## src/rtl/msrh_conf_pkg.sv

```systemverilog
// Core-wide configuration shared by the issue pipeline.
package msrh_conf_pkg;

  localparam int unsigned DISP_SIZE = 4;

endpackage : msrh_conf_pkg

```

## src/rtl/msrh_pkg.sv

```systemverilog
// Common types and helpers for the issue unit.
package msrh_pkg;

  import msrh_conf_pkg::*;

  localparam int unsigned SA_LANE_W    = (DISP_SIZE > 1) ? $clog2(DISP_SIZE) : 1;
  localparam int unsigned POPCNT_MAX_W = 64;

  typedef logic [SA_LANE_W-1:0] sched_alloc_lane_t;

  // Bit count over a zero-extended vector; callers keep their width <= POPCNT_MAX_W.
  function automatic logic [6:0] popcount(input logic [POPCNT_MAX_W-1:0] v);
    logic [6:0] c;
    c = '0;
    for (int unsigned i = 0; i < POPCNT_MAX_W; i++) begin
      c = c + 7'(v[i]);
    end
    return c;
  endfunction

endpackage : msrh_pkg

```

## src/rtl/msrh_sched_alloc_if.sv

```systemverilog
// Dispatch-side handshake between the dispatch stage and the scheduler allocator.
interface msrh_sched_alloc_if
  import msrh_conf_pkg::*;
#(
  parameter int unsigned ENTRY_SIZE = 16
) ();

  localparam int unsigned ENTRY_W = (ENTRY_SIZE > 1) ? $clog2(ENTRY_SIZE) : 1;

  logic                                disp_valid;
  logic [DISP_SIZE-1:0]                disp_lane_en;
  logic                                disp_ready;
  logic [DISP_SIZE-1:0][ENTRY_W-1:0]   lane_idx;

  modport master (
    output disp_valid,
    output disp_lane_en,
    input  disp_ready,
    input  lane_idx
  );

  modport slave (
    input  disp_valid,
    input  disp_lane_en,
    output disp_ready,
    output lane_idx
  );

endinterface : msrh_sched_alloc_if

```

## src/rtl/msrh_pick_lowest_n.sv

```systemverilog
// Cascaded priority encoders: each enabled lane takes the lowest request bit
// not already taken by a lower lane.
module msrh_pick_lowest_n
  import msrh_conf_pkg::*;
#(
  parameter int unsigned N = 16,
  parameter int unsigned D = DISP_SIZE
) (
  input  logic [N-1:0]         i_req,
  input  logic [D-1:0]         i_lane_en,
  output logic [D-1:0][N-1:0]  o_pick
);

  logic [D-1:0][N-1:0] w_avail;
  logic [D-1:0][N-1:0] w_lowest;

  assign w_avail[0] = i_req;

  for (genvar k = 0; k < D; k++) begin : g_lane
    // Two's-complement trick isolates the lowest set bit.
    assign w_lowest[k] = w_avail[k] & (~w_avail[k] + N'(1));
    assign o_pick[k]   = i_lane_en[k] ? w_lowest[k] : '0;
    if (k + 1 < D) begin : g_next
      assign w_avail[k+1] = w_avail[k] & ~o_pick[k];
    end
  end

endmodule : msrh_pick_lowest_n

```

## src/rtl/msrh_sched_alloc.sv

```systemverilog
// Scheduler entry allocator: grants free entries to dispatch lanes, reclaims
// finished entries and reports free credits.
module msrh_sched_alloc
  import msrh_conf_pkg::*;
  import msrh_pkg::*;
#(
  parameter int unsigned ENTRY_SIZE = 16,
  parameter int unsigned ENTRY_W    = (ENTRY_SIZE > 1) ? $clog2(ENTRY_SIZE) : 1,
  parameter int unsigned CNT_W      = $clog2(ENTRY_SIZE + 1)
) (
  input  logic                                i_clk,
  input  logic                                i_reset,
  msrh_sched_alloc_if.slave                   disp_if,
  output logic [ENTRY_SIZE-1:0]               o_entry_put,
  output sched_alloc_lane_t [ENTRY_SIZE-1:0]  o_entry_lane,
  input  logic [ENTRY_SIZE-1:0]               i_entry_finish,
  output logic [CNT_W-1:0]                    o_free_cnt,
  output logic                                o_empty,
  output logic                                o_err_double_free
);

  logic [ENTRY_SIZE-1:0]                r_free;
  logic [CNT_W-1:0]                     r_free_cnt;
  logic                                 r_err;
  logic                                 r_empty;

  logic                                 w_ready;
  logic                                 w_fire;
  logic [DISP_SIZE-1:0]                 w_lane_mask;
  logic [DISP_SIZE-1:0][ENTRY_SIZE-1:0] w_pick;
  logic [ENTRY_SIZE-1:0]                w_alloc;
  sched_alloc_lane_t [ENTRY_SIZE-1:0]   w_entry_lane;
  logic [DISP_SIZE-1:0][ENTRY_W-1:0]    w_lane_idx;
  logic [ENTRY_SIZE-1:0]                w_free_next;
  logic [ENTRY_SIZE-1:0]                w_reclaim;
  logic [CNT_W-1:0]                     w_cnt_next;

  // Ready looks only at the registered count so dispatch never sees a comb path back.
  assign w_ready     = (r_free_cnt >= CNT_W'(DISP_SIZE));
  assign w_fire      = disp_if.disp_valid & w_ready & ~i_reset;
  assign w_lane_mask = w_fire ? disp_if.disp_lane_en : '0;

  msrh_pick_lowest_n #(
    .N (ENTRY_SIZE),
    .D (DISP_SIZE)
  ) u_pick (
    .i_req     (r_free),
    .i_lane_en (w_lane_mask),
    .o_pick    (w_pick)
  );

  // Fold the per-lane one-hot picks into entry strobes and index views.
  always_comb begin
    w_alloc      = '0;
    w_entry_lane = '0;
    w_lane_idx   = '0;
    for (int unsigned k = 0; k < DISP_SIZE; k++) begin
      for (int unsigned e = 0; e < ENTRY_SIZE; e++) begin
        if (w_pick[k][e]) begin
          w_alloc[e]      = 1'b1;
          w_entry_lane[e] = SA_LANE_W'(k);
          w_lane_idx[k]   = ENTRY_W'(e);
        end
      end
    end
  end

  // Finish wins over a same-cycle alloc, so such a slot counts as reclaimed too;
  // this keeps the counter equal to the bitmap population.
  assign w_free_next = (r_free & ~w_alloc) | i_entry_finish;
  assign w_reclaim   = i_entry_finish & (~r_free | w_alloc);
  assign w_cnt_next  = r_free_cnt
                     - CNT_W'(popcount(POPCNT_MAX_W'(w_alloc)))
                     + CNT_W'(popcount(POPCNT_MAX_W'(w_reclaim)));

  always_ff @(posedge i_clk) begin
    if (i_reset) begin
      r_free     <= '1;
      r_free_cnt <= CNT_W'(ENTRY_SIZE);
      r_err      <= 1'b0;
      r_empty    <= 1'b1;
    end else begin
      r_free     <= w_free_next;
      r_free_cnt <= w_cnt_next;
      r_err      <= r_err | (|(i_entry_finish & r_free));
      r_empty    <= (w_cnt_next == CNT_W'(ENTRY_SIZE));
    end
  end

  assign disp_if.disp_ready = w_ready;
  assign disp_if.lane_idx   = w_lane_idx;
  assign o_entry_put        = w_alloc;
  assign o_entry_lane       = w_entry_lane;
  assign o_free_cnt         = r_free_cnt;
  assign o_empty            = r_empty;
  assign o_err_double_free  = r_err;

`ifndef SYNTHESIS
  always_ff @(posedge i_clk) begin
    if (!i_reset) begin
      assert (r_free_cnt == CNT_W'(popcount(POPCNT_MAX_W'(r_free))));
    end
  end
`endif

endmodule : msrh_sched_alloc

```

## src/flat_wrapper.sv

```systemverilog
// flat-port wrapper written by rule: the top's interface ports become plain ports
module msrh_sched_alloc_flat import msrh_conf_pkg::*; import msrh_pkg::*;
#(
  parameter int unsigned ENTRY_SIZE = 16,
  parameter int unsigned ENTRY_W    = (ENTRY_SIZE > 1) ? $clog2(ENTRY_SIZE) : 1,
  parameter int unsigned CNT_W      = $clog2(ENTRY_SIZE + 1)
)
  (i_clk, i_reset, o_entry_put, o_entry_lane, i_entry_finish, o_free_cnt, o_empty, o_err_double_free, disp_if_disp_valid, disp_if_disp_lane_en, disp_if_disp_ready, disp_if_lane_idx);
  msrh_sched_alloc_if #(.ENTRY_SIZE(ENTRY_SIZE)) disp_if_i ();
  input  logic i_clk;
  input  logic i_reset;
  output logic [ENTRY_SIZE-1:0] o_entry_put;
  output sched_alloc_lane_t [ENTRY_SIZE-1:0] o_entry_lane;
  input  logic [ENTRY_SIZE-1:0] i_entry_finish;
  output logic [CNT_W-1:0] o_free_cnt;
  output logic o_empty;
  output logic o_err_double_free;
  input wire logic [$bits(disp_if_i.disp_valid)-1:0] disp_if_disp_valid;
  input wire logic [$bits(disp_if_i.disp_lane_en)-1:0] disp_if_disp_lane_en;
  output wire logic [$bits(disp_if_i.disp_ready)-1:0] disp_if_disp_ready;
  output wire logic [$bits(disp_if_i.lane_idx)-1:0] disp_if_lane_idx;
  assign disp_if_i.disp_valid = disp_if_disp_valid;
  assign disp_if_i.disp_lane_en = disp_if_disp_lane_en;
  assign disp_if_disp_ready = disp_if_i.disp_ready;
  assign disp_if_lane_idx = disp_if_i.lane_idx;
  msrh_sched_alloc #(.ENTRY_SIZE(ENTRY_SIZE), .ENTRY_W(ENTRY_W), .CNT_W(CNT_W)) u_core (.i_clk(i_clk), .i_reset(i_reset), .disp_if(disp_if_i), .o_entry_put(o_entry_put), .o_entry_lane(o_entry_lane), .i_entry_finish(i_entry_finish), .o_free_cnt(o_free_cnt), .o_empty(o_empty), .o_err_double_free(o_err_double_free));
endmodule
```

## config.mk

```make
export PLATFORM = sky130hd
export DESIGN_NAME = msrh_sched_alloc_flat
export DESIGN_NICKNAME = d
export VERILOG_FILES = /design/src/rtl/msrh_conf_pkg.sv /design/src/rtl/msrh_pkg.sv /design/src/rtl/msrh_sched_alloc_if.sv /design/src/rtl/msrh_pick_lowest_n.sv /design/src/rtl/msrh_sched_alloc.sv /design/src/flat_wrapper.sv
export SDC_FILE = /design/constraint.sdc
export NUM_CORES = 1
export LEC_CHECK = 0
export BUFFER_PORTS_ARGS = -buffer_cell sky130_fd_sc_hd__buf_2
export CAP_MARGIN = 25
export CORE_AREA = 2 2 93 95
export CTS_BUF_LIST = sky130_fd_sc_hd__clkbuf_4 sky130_fd_sc_hd__clkbuf_8
export DETAILED_ROUTE_END_ITERATION = 12
export DIE_AREA = 0 0 95 97
export PLACE_DENSITY_LB_ADDON = 0.05
export SETUP_SLACK_MARGIN = 0.1
export SLEW_MARGIN = 0
export SYNTH_ARGS = -nofsm -noshare
export SYNTH_HDL_FRONTEND = slang
export SYNTH_HIERARCHICAL = 1
export SYNTH_SLANG_ARGS = --single-unit
```

## constraint.sdc

```tcl
create_clock -name i_clk -period 20 [get_ports i_clk]
set_clock_uncertainty 0.05 [all_clocks]
set_input_delay 1 -clock i_clk [delete_from_list [all_inputs] [get_ports i_clk]]
set_output_delay 1 -clock i_clk [all_outputs]
set_load 0.02 [all_outputs]
```

* After elaboration in Yosys (flattened, before gate mapping) *
Index checks and enable logic that the tools add are counted.
W data, S select, Z words.

word-level totals
  flip-flop bits (word level) = 23
  logic and storage cells = 244
  input bits = 23
  output and inout bits = 72

cells by class
  equality and inequality tests = 1
  reductions and logical operators = 1
  add/subtract/negate cells = 36
  bitwise operators = 24
  magnitude comparators = 1
  multiplexer cells = 177

operator list
  operator                 number
  $and A16 B16 Y16         10
  $add A5 B1 Y5            28
  $mux W4                  33
  $not A16 Y16             8
  $mux W1                  84
  $mux W2                  40
  $add A16 B1 Y16 const B  4
  $mux W16                 4
  $mux W3                  16
  $or A16 B16 Y16          2
  $reduce_or A16 Y1        1
  $add A5 B5 Y5            1
  $eq A5 B5 Y1 const B     1
  $ge A5 B3 Y1 const B     1
  $sub A5 B5 Y5            1
  $add A1 B1 Y2            2
  $and A1 B1 Y1            2
  $not A1 Y1               1
  $or A1 B1 Y1             1

* Logic depth before layout (Yosys ltp) *
Gate-level depths: netlist of run 1.

  depth after elaboration = 43
  mapped depth = 38
  gate-level depth less buffers = 35

* By module *
The synthesis of run 1 kept the hierarchy.

by module, submodules not included
  module              times used  area an instance (sq um)  sequential area each (sq um)  cells each
  msrh_sched_alloc    1           2693.8                    460.4                         367
  msrh_pick_lowest_n  1           1819.2                    0.0                           290

* Worst setup path before layout of run 1 *
No wires, ideal clock.

  path kind = input -> register
  from = input port i_reset
  to = register u_core.r_empty (netlist: u_core/o_empty)
  path buffers = 3
  library setup time = 126 ps
  arrival time = 8474 ps
  stages = 34
  slack = 11350 ps
  required time = 19824 ps
  path through = inv_1 > and3_1 > and2_1 > buf_2 > or3b_1 > buf_6 > or2_1 > buf_6 > a2111oi_4 > nor2_1 > and3_4 > o311ai_4 > nand3_4 > mux2i_1 > and4_1 > or2_2 > nor3_1 > inv_1 > fa_1 > inv_1 > fa_1 > inv_1 > fa_1 > inv_1 > fa_1 > inv_1 > fa_1 > fa_1 > inv_1 > ha_1 > inv_1 > fa_1 > a31oi_1 > a211oi_2

RTL lines
  element               line                    source
  from (decl)           flat_wrapper.sv:11      input logic i_reset;
  to (signal assigned)  msrh_sched_alloc.sv:86  r_empty <= (w_cnt_next == CNT_W'(ENTRY_SIZE));
  to (decl)             msrh_sched_alloc.sv:25  logic r_empty;

==> qor.txt, run 1 <==
Met3 Track Usage GR: 5.69%
Pin count of the biggest net entering global routing: 28
Critical Path RT: 20.10 ns
Slew HR: 31.9%
I/O pins: 95
Core box area: 8130 um2
Filler cells: 775
CP most frequent cell: fa_1
Post-CTS setup buffers: 0
Clock-pin slew on the worst setup and hold paths: 0.09 ns
Final Hold Viols: 0
Clock Path Buffers: 2
Mapped cell area: 4510 um2
Drt drc: 0
Post-Synth XOR/XNOR Area: 3.69%
Yosys warnings: 6
Post-synth net total: 719
Largest family of logic cells by synthesized area: simple AND/OR/NAND/NOR gates
Syn_area_per_cell: 6.87 um2
Leak Pwr: 2.81 nW
VDD IR max: 0.172 mV
Worst EP arrival: 9.99 ns
Seq/Total Area, Yosys: 10.2%
Via count: 5113
DP HPWL: 12400 um
PortBufs: 94
Root buffer cell: clkbuf_8
Diode count: 0
Std cell rows: 33
Layout cells sized above 1: 18.5%
Period minus WS final: 9.89 ns
Adder-Cell Fraction of Synth Area: 16.6%
Count leader, synth: inv_1
Initial Util: 55.5%
Slack of the critical path: 10.11 ns
Final Max Slew Viols: 0
Worst setup EP type: flip-flop
Cts bufs inserted: 3
Vias in the first global route: 4709
Global Route met1 Usage: 43.6%
Power consumption: 0.000332 W
Max-cap violations: 0
Critical path type: input port to flip-flop
Area grow syn2layout: 12.2%
Pwr/cell area: 65.6 nW/um2
Post-synthesis compound-gate area fraction: 25.0%
Clk sink count: 23
HP Class: flip-flop to flip-flop
Top cells by area, synth: fa_1 12%, dfxtp_1 10%, inv_1 7.6%, nand2_1 6.8%, nor2_1 6.2%
Unique masters post-synth: 75
Outcome: finished, final reports clean
Antenna violations before repair: 0
Setup WS pre-CTS: 9.99 ns
Die Span Y: 97 um
GRT busiest layer: met2
CP delay by family, top: adder cells
Total wire length: 15100 um
Synth cell count leaders: 91 x inv_1, 82 x nand2_1, 75 x nor2_1
Min Hold Slack: 0.487 ns
Synth Area in Simple Gates: 34.0%
1st-iter DRT viols: 371
H-tree depth: 1
Hold buffers post-CTS: 0
Post-route cell area: 5060 um2
Fin nets: 799
DR vias/cell: 6.08
CTS resizes: 0
CP startpoint kind: input port
Cell count after synthesis: 657
GRT Overall Usage: 33.1%
Slowest Stage Delay on Critical Path: 0.61 ns
Placer Congestion: 0.970
Slew @ Worst Pin: 1.01 ns
CP max stage cell: a2111oi_0
Post-DRT Antenna Nets: 0
Initial DRT Pass Iterations: 7
Die extent in x: 95 um
EDFF count, synth: 0
DP Area: 5010 um2
Unrepaired setup endpoints after global routing: false
First-pass GRT wire length: 24000 um
Async SR Flop Fraction: 0%
# setup viols final: 0
Mux contribution to synthesized area: 0.222%
Clk_lat worst skew: 0.27 ns
Synth top area share: 12.4%
TritonCTS clock tree: yes
Die area: 9220 um2
GRT Residual Overflow: 0
Final setup TNS: 0 ns
Max Freq: 101 MHz
Grt met2 use: 54.0%
CP Max Fanout: 23
Synthesized flop and latch total: 23
Buf/Inv on CP: 7
Most used DFF post-synth: dfxtp_1
Routed len/inst: 17.9 um
Fin crit share: 49.4%
Synth area leader: fa_1
-- where the power goes --
group / switching, W / internal, W / leakage (nW)
sequential: 0.00000548 / 0.0000540 / 0.188
clock: 0.0000166 / 0.0000139 / 0.0255
combinational: 0.000138 / 0.000104 / 2.60
total: 0.000160 / 0.000172 / 2.81
-- metal layers --
metal / vias up / share of wire, %
li1: 2441 / -
met1: 2405 / 42
met2: 234 / 47
met3: 33 / 7.5
met4: 0 / 3.4
met5: - / 0
-- cells by family after synthesis --
kind of cell	Yosys count
XOR/XNOR	19
AO/OA/AOI/OAI	148
flip-flops	23
buffers and inverters	114
adder cells (fa/ha/maj)	44
multiplexers	1
AND/OR/NAND/NOR	308
-- registers in the layout (all words and copies together), names as in the netlist --
register,count
u_core/o_free_cnt,5
u_core/r_free,16
u_core/o_err_double_free,1
u_core/o_empty,1
-- path summary, 6_finish.rpt --
check | slack [ns] | depth (start not counted) | endpoint | from
worst max-delay path | 10.11 | 32 | u_core/o_empty | i_reset
worst min register to register | 0.49 | 2 | u_core/r_free[15] | u_core/r_free[15]
worst min-delay path | 0.49 | 2 | u_core/r_free[15] | u_core/r_free[15]
worst max register to register | 10.48 | 33 | u_core/o_empty | u_core/o_free_cnt[2]
-- cells in the final DEF, fill, tap and decap left out, drive strengths merged, types with 3 or more instances in the layout --
master	instances
a2111oi	6
a211oi	8
a21o	18
a21oi	29
a22oi	6
a31oi	5
and2	16
and3	11
and4	3
buf	97
clkbuf	4
dfxtp	23
fa	28
ha	11
inv	91
maj3	5
nand2	82
nand2b	8
nand3	11
nor2	76
nor2b	3
nor3	45
nor3b	5
nor4	12
nor4b	6
o2111a	3
o211a	5
o211ai	6
o21ai	21
o21bai	6
o311ai	4
o31ai	9
o41ai	3
or2	20
xnor2	10
xor2	9
-- cell type report --
cell class                      count  area (um2)  share of cell area, %
Tap cell                          105         131                   2.59
Clock buffer                        3        41.3                  0.815
Sequential cell                    23         460                   9.09
Multi-Input combinational cell    520        3590                   70.8
Timing Repair Buffer               98         498                   9.83
Inverter                           91         342                   6.75
Clock inverter                      1        5.00                 0.0988
-- worst register-to-register path: cells and delay by family (launching register included) --
family | cells | cell delay, ns
compound gates | 7 | 2.12
buf+inv | 5 | 0.31
simple gates | 12 | 2.87
flops | 1 | 0.39
fa+ha+maj | 9 | 3.61
-- per-stage QoR --
step	util, %	std cells
4_1_cts	62.2	840
3_5_place_dp	61.6	836
5_1_grt	62.3	841
3_3_place_gp	61.6	836
6_report	62.3	841
2_1_floorplan	-	657
Note: power is estimated with default switching activity, not from simulation.
==> run 2, diff against run 1 <==
- CORE_AREA: 2 2 93 95 -> 2 2 97 99
- DIE_AREA: 0 0 95 97 -> 0 0 99 101
- clock period: 20 -> 8.8 ns (I/O delays scaled with it)
==> run 2 against run 1 <==
Effect of this change:
- non-clock buffer count increased by 34
- routed wire length increased by 1.0%
- global-route usage decreased by 3.3 points
- highest routed layer unchanged
- sequential power increased by 130%
- critical path depth increased by 3
- die area increased by 8.5%
- final area increased by 6.8%
- sequential share of layout area decreased by 0.58 points
- register-to-register slack got worse by 10 ns
- combinational power increased by 130%
==> qor.txt, run 2 (same netlist as run 1, synthesis figures left out) <==
Outcome: finished, final reports clean
Worst EP arrival: 8.50 ns
Diode count: 0
Most common cell after layout, fill and taps aside: buf_2
Hold buffers post-CTS: 0
Filler cells: 893
DP Area: 5220 um2
Die Span Y: 101 um
Slowest Stage Delay on Critical Path: 0.54 ns
H-tree depth: 1
Core box area: 8980 um2
Setup WS pre-CTS: 0.0486 ns
Max-cap violations: 0
Clock Path Buffers: 2
Slack of the critical path: 0.432 ns
Final Hold Viols: 0
Total wire length: 15200 um
Die extent in x: 99 um
Period minus WS final: 8.37 ns
Power consumption: 0.000763 W
CP startpoint kind: flip-flop
Area grow syn2layout: 19.8%
TritonCTS clock tree: yes
Root buffer cell: clkbuf_8
Combinational share of power: 73.5%
Internal power: 0.000395 W
Post-DRT Antenna Nets: 0
First-pass GRT wire length: 24000 um
Final cell count without fillers: 881
Die area: 10000 um2
Max reg flops: 16
Final setup TNS: 0 ns
Initial DRT Pass Iterations: 6
Critical path type: flip-flop to flip-flop
Post-route cell area: 5410 um2
CP Max Fanout: 9
Routed len/inst: 17.3 um
Critical Path RT: 8.94 ns
Vias in the first global route: 4691
Unrepaired setup endpoints after global routing: false
Pwr/cell area: 141 nW/um2
Clock power frac: 8.9%
Cts bufs inserted: 3
Via count: 5179
Initial Util: 50.3%
Std cell rows: 35
Antenna violations before repair: 0
Fin crit share: 95.1%
P_sw: 0.000368 W
PortBufs: 94
Reg area: 460 um2
Worst setup EP type: flip-flop
Clk sink count: 23
DR vias/cell: 5.88
VDD IR max: 0.326 mV
Slew HR: 34.8%
CP most frequent cell: inv_1
Clk_lat worst skew: 0.26 ns
Commonest non-fill, non-tap cells in the layout: 94 x buf_2, 91 x inv_1, 82 x nand2_1
Pin count of the biggest net entering global routing: 23
Slew @ Worst Pin: 0.964 ns
# setup viols final: 0
DP HPWL: 12600 um
GRT Residual Overflow: 0
HP Class: input port to flip-flop
Footprint of the multi-input gates: 3660 um2
Placed insts: 868
Leak Pwr: 3.01 nW
Drt drc: 0
Largest Register: u_core/r_free
Sw Ratio: 48.2%
Max Freq: 120 MHz
I/O pins: 95
CP max stage cell: fa_1
Fin nets: 833
Clock-pin slew on the worst setup and hold paths: 0.09 ns
Layout cells sized above 1: 23.9%
1st-iter DRT viols: 396
GRT Overall Usage: 29.7%
Sequential power share: 17.7%
Final Max Slew Viols: 0
Placer Congestion: 1.04
==> run 2: cell types whose count changed in the layout (fill, tap and decap cells not counted), moves of 2 or more <==
| cell | delta |
|---|---|
| and2_1 | -2 |
| buf_4 | +35 |
| nor3_2 | +3 |
| nor3_1 | -3 |
==> run 2: layout make-up <==
type / count / share of cell area (%)
clock inverters: 1 / 0.0925
inverters: 91 / 6.32
multi-input cells: 520 / 67.8
repair buffers: 132 / 14.0
clock buffers: 3 / 0.764
flip-flops and latches: 23 / 8.51
well taps: 111 / 2.57
==> run 2: metrics by stage <==
stage / util [%] / hold slack (ns)
floorplan: - / 0.395
global placement: 58.1 / 0.458
detailed placement: 58.1 / 0.463
CTS: 58.7 / 0.331
global route: 60.2 / 0.337
finish: 60.2 / 0.337
==> run 2: critical path: cells and delay by family, from the launching register on <==
kind / cells / cell delay, ns
adders and majority gates: 9 / 3.76
and+or+nand+nor: 9 / 1.81
AOI/OAI and AO/OA: 8 / 1.63
buffers and inverters: 9 / 0.67
DFF: 1 / 0.36
==> run 2: final timing paths <==
| path | end | cells past startpoint | slack, ns | startpoint |
|---|---|---|---|---|
| hold / removal | u_core/r_free[15] | 3 | 0.34 | i_entry_finish[15] |
| setup / recovery | u_core/o_empty | 35 | 0.43 | u_core/o_free_cnt[3] |
| hold reg to reg | u_core/r_free[15] | 2 | 0.48 | u_core/r_free[15] |
| setup reg to reg | u_core/o_empty | 35 | 0.43 | u_core/o_free_cnt[3] |
==> run 2: what timing repair did <==
item,CTS,global route
gates resized for setup,3,18
setup endpoints to repair,1,4
gates cloned,0,0
pin swaps,1,8
setup buffers,1,8
==> run 2: power groups by stage <==
stage | combinational [W] | sequential [W] | clock, W
floorplan | 0.000412 | 0.000147 | 0
global placement | 0.000540 | 0.000136 | 0
detailed placement | 0.000558 | 0.000136 | 0
CTS | 0.000565 | 0.000134 | 0.0000697
global route | 0.000639 | 0.000137 | 0.0000745
finish | 0.000561 | 0.000135 | 0.0000676
==> run 2: per-layer routing <==
layer | global-route usage, % | part of all wire (%) | up-vias
met5 | 0 | 0 | -
met4 | 10.1 | 3.4 | 0
met3 | 2.29 | 6.6 | 34
met2 | 50.8 | 47 | 233
met1 | 39.8 | 43 | 2395
li1 | - | - | 2517
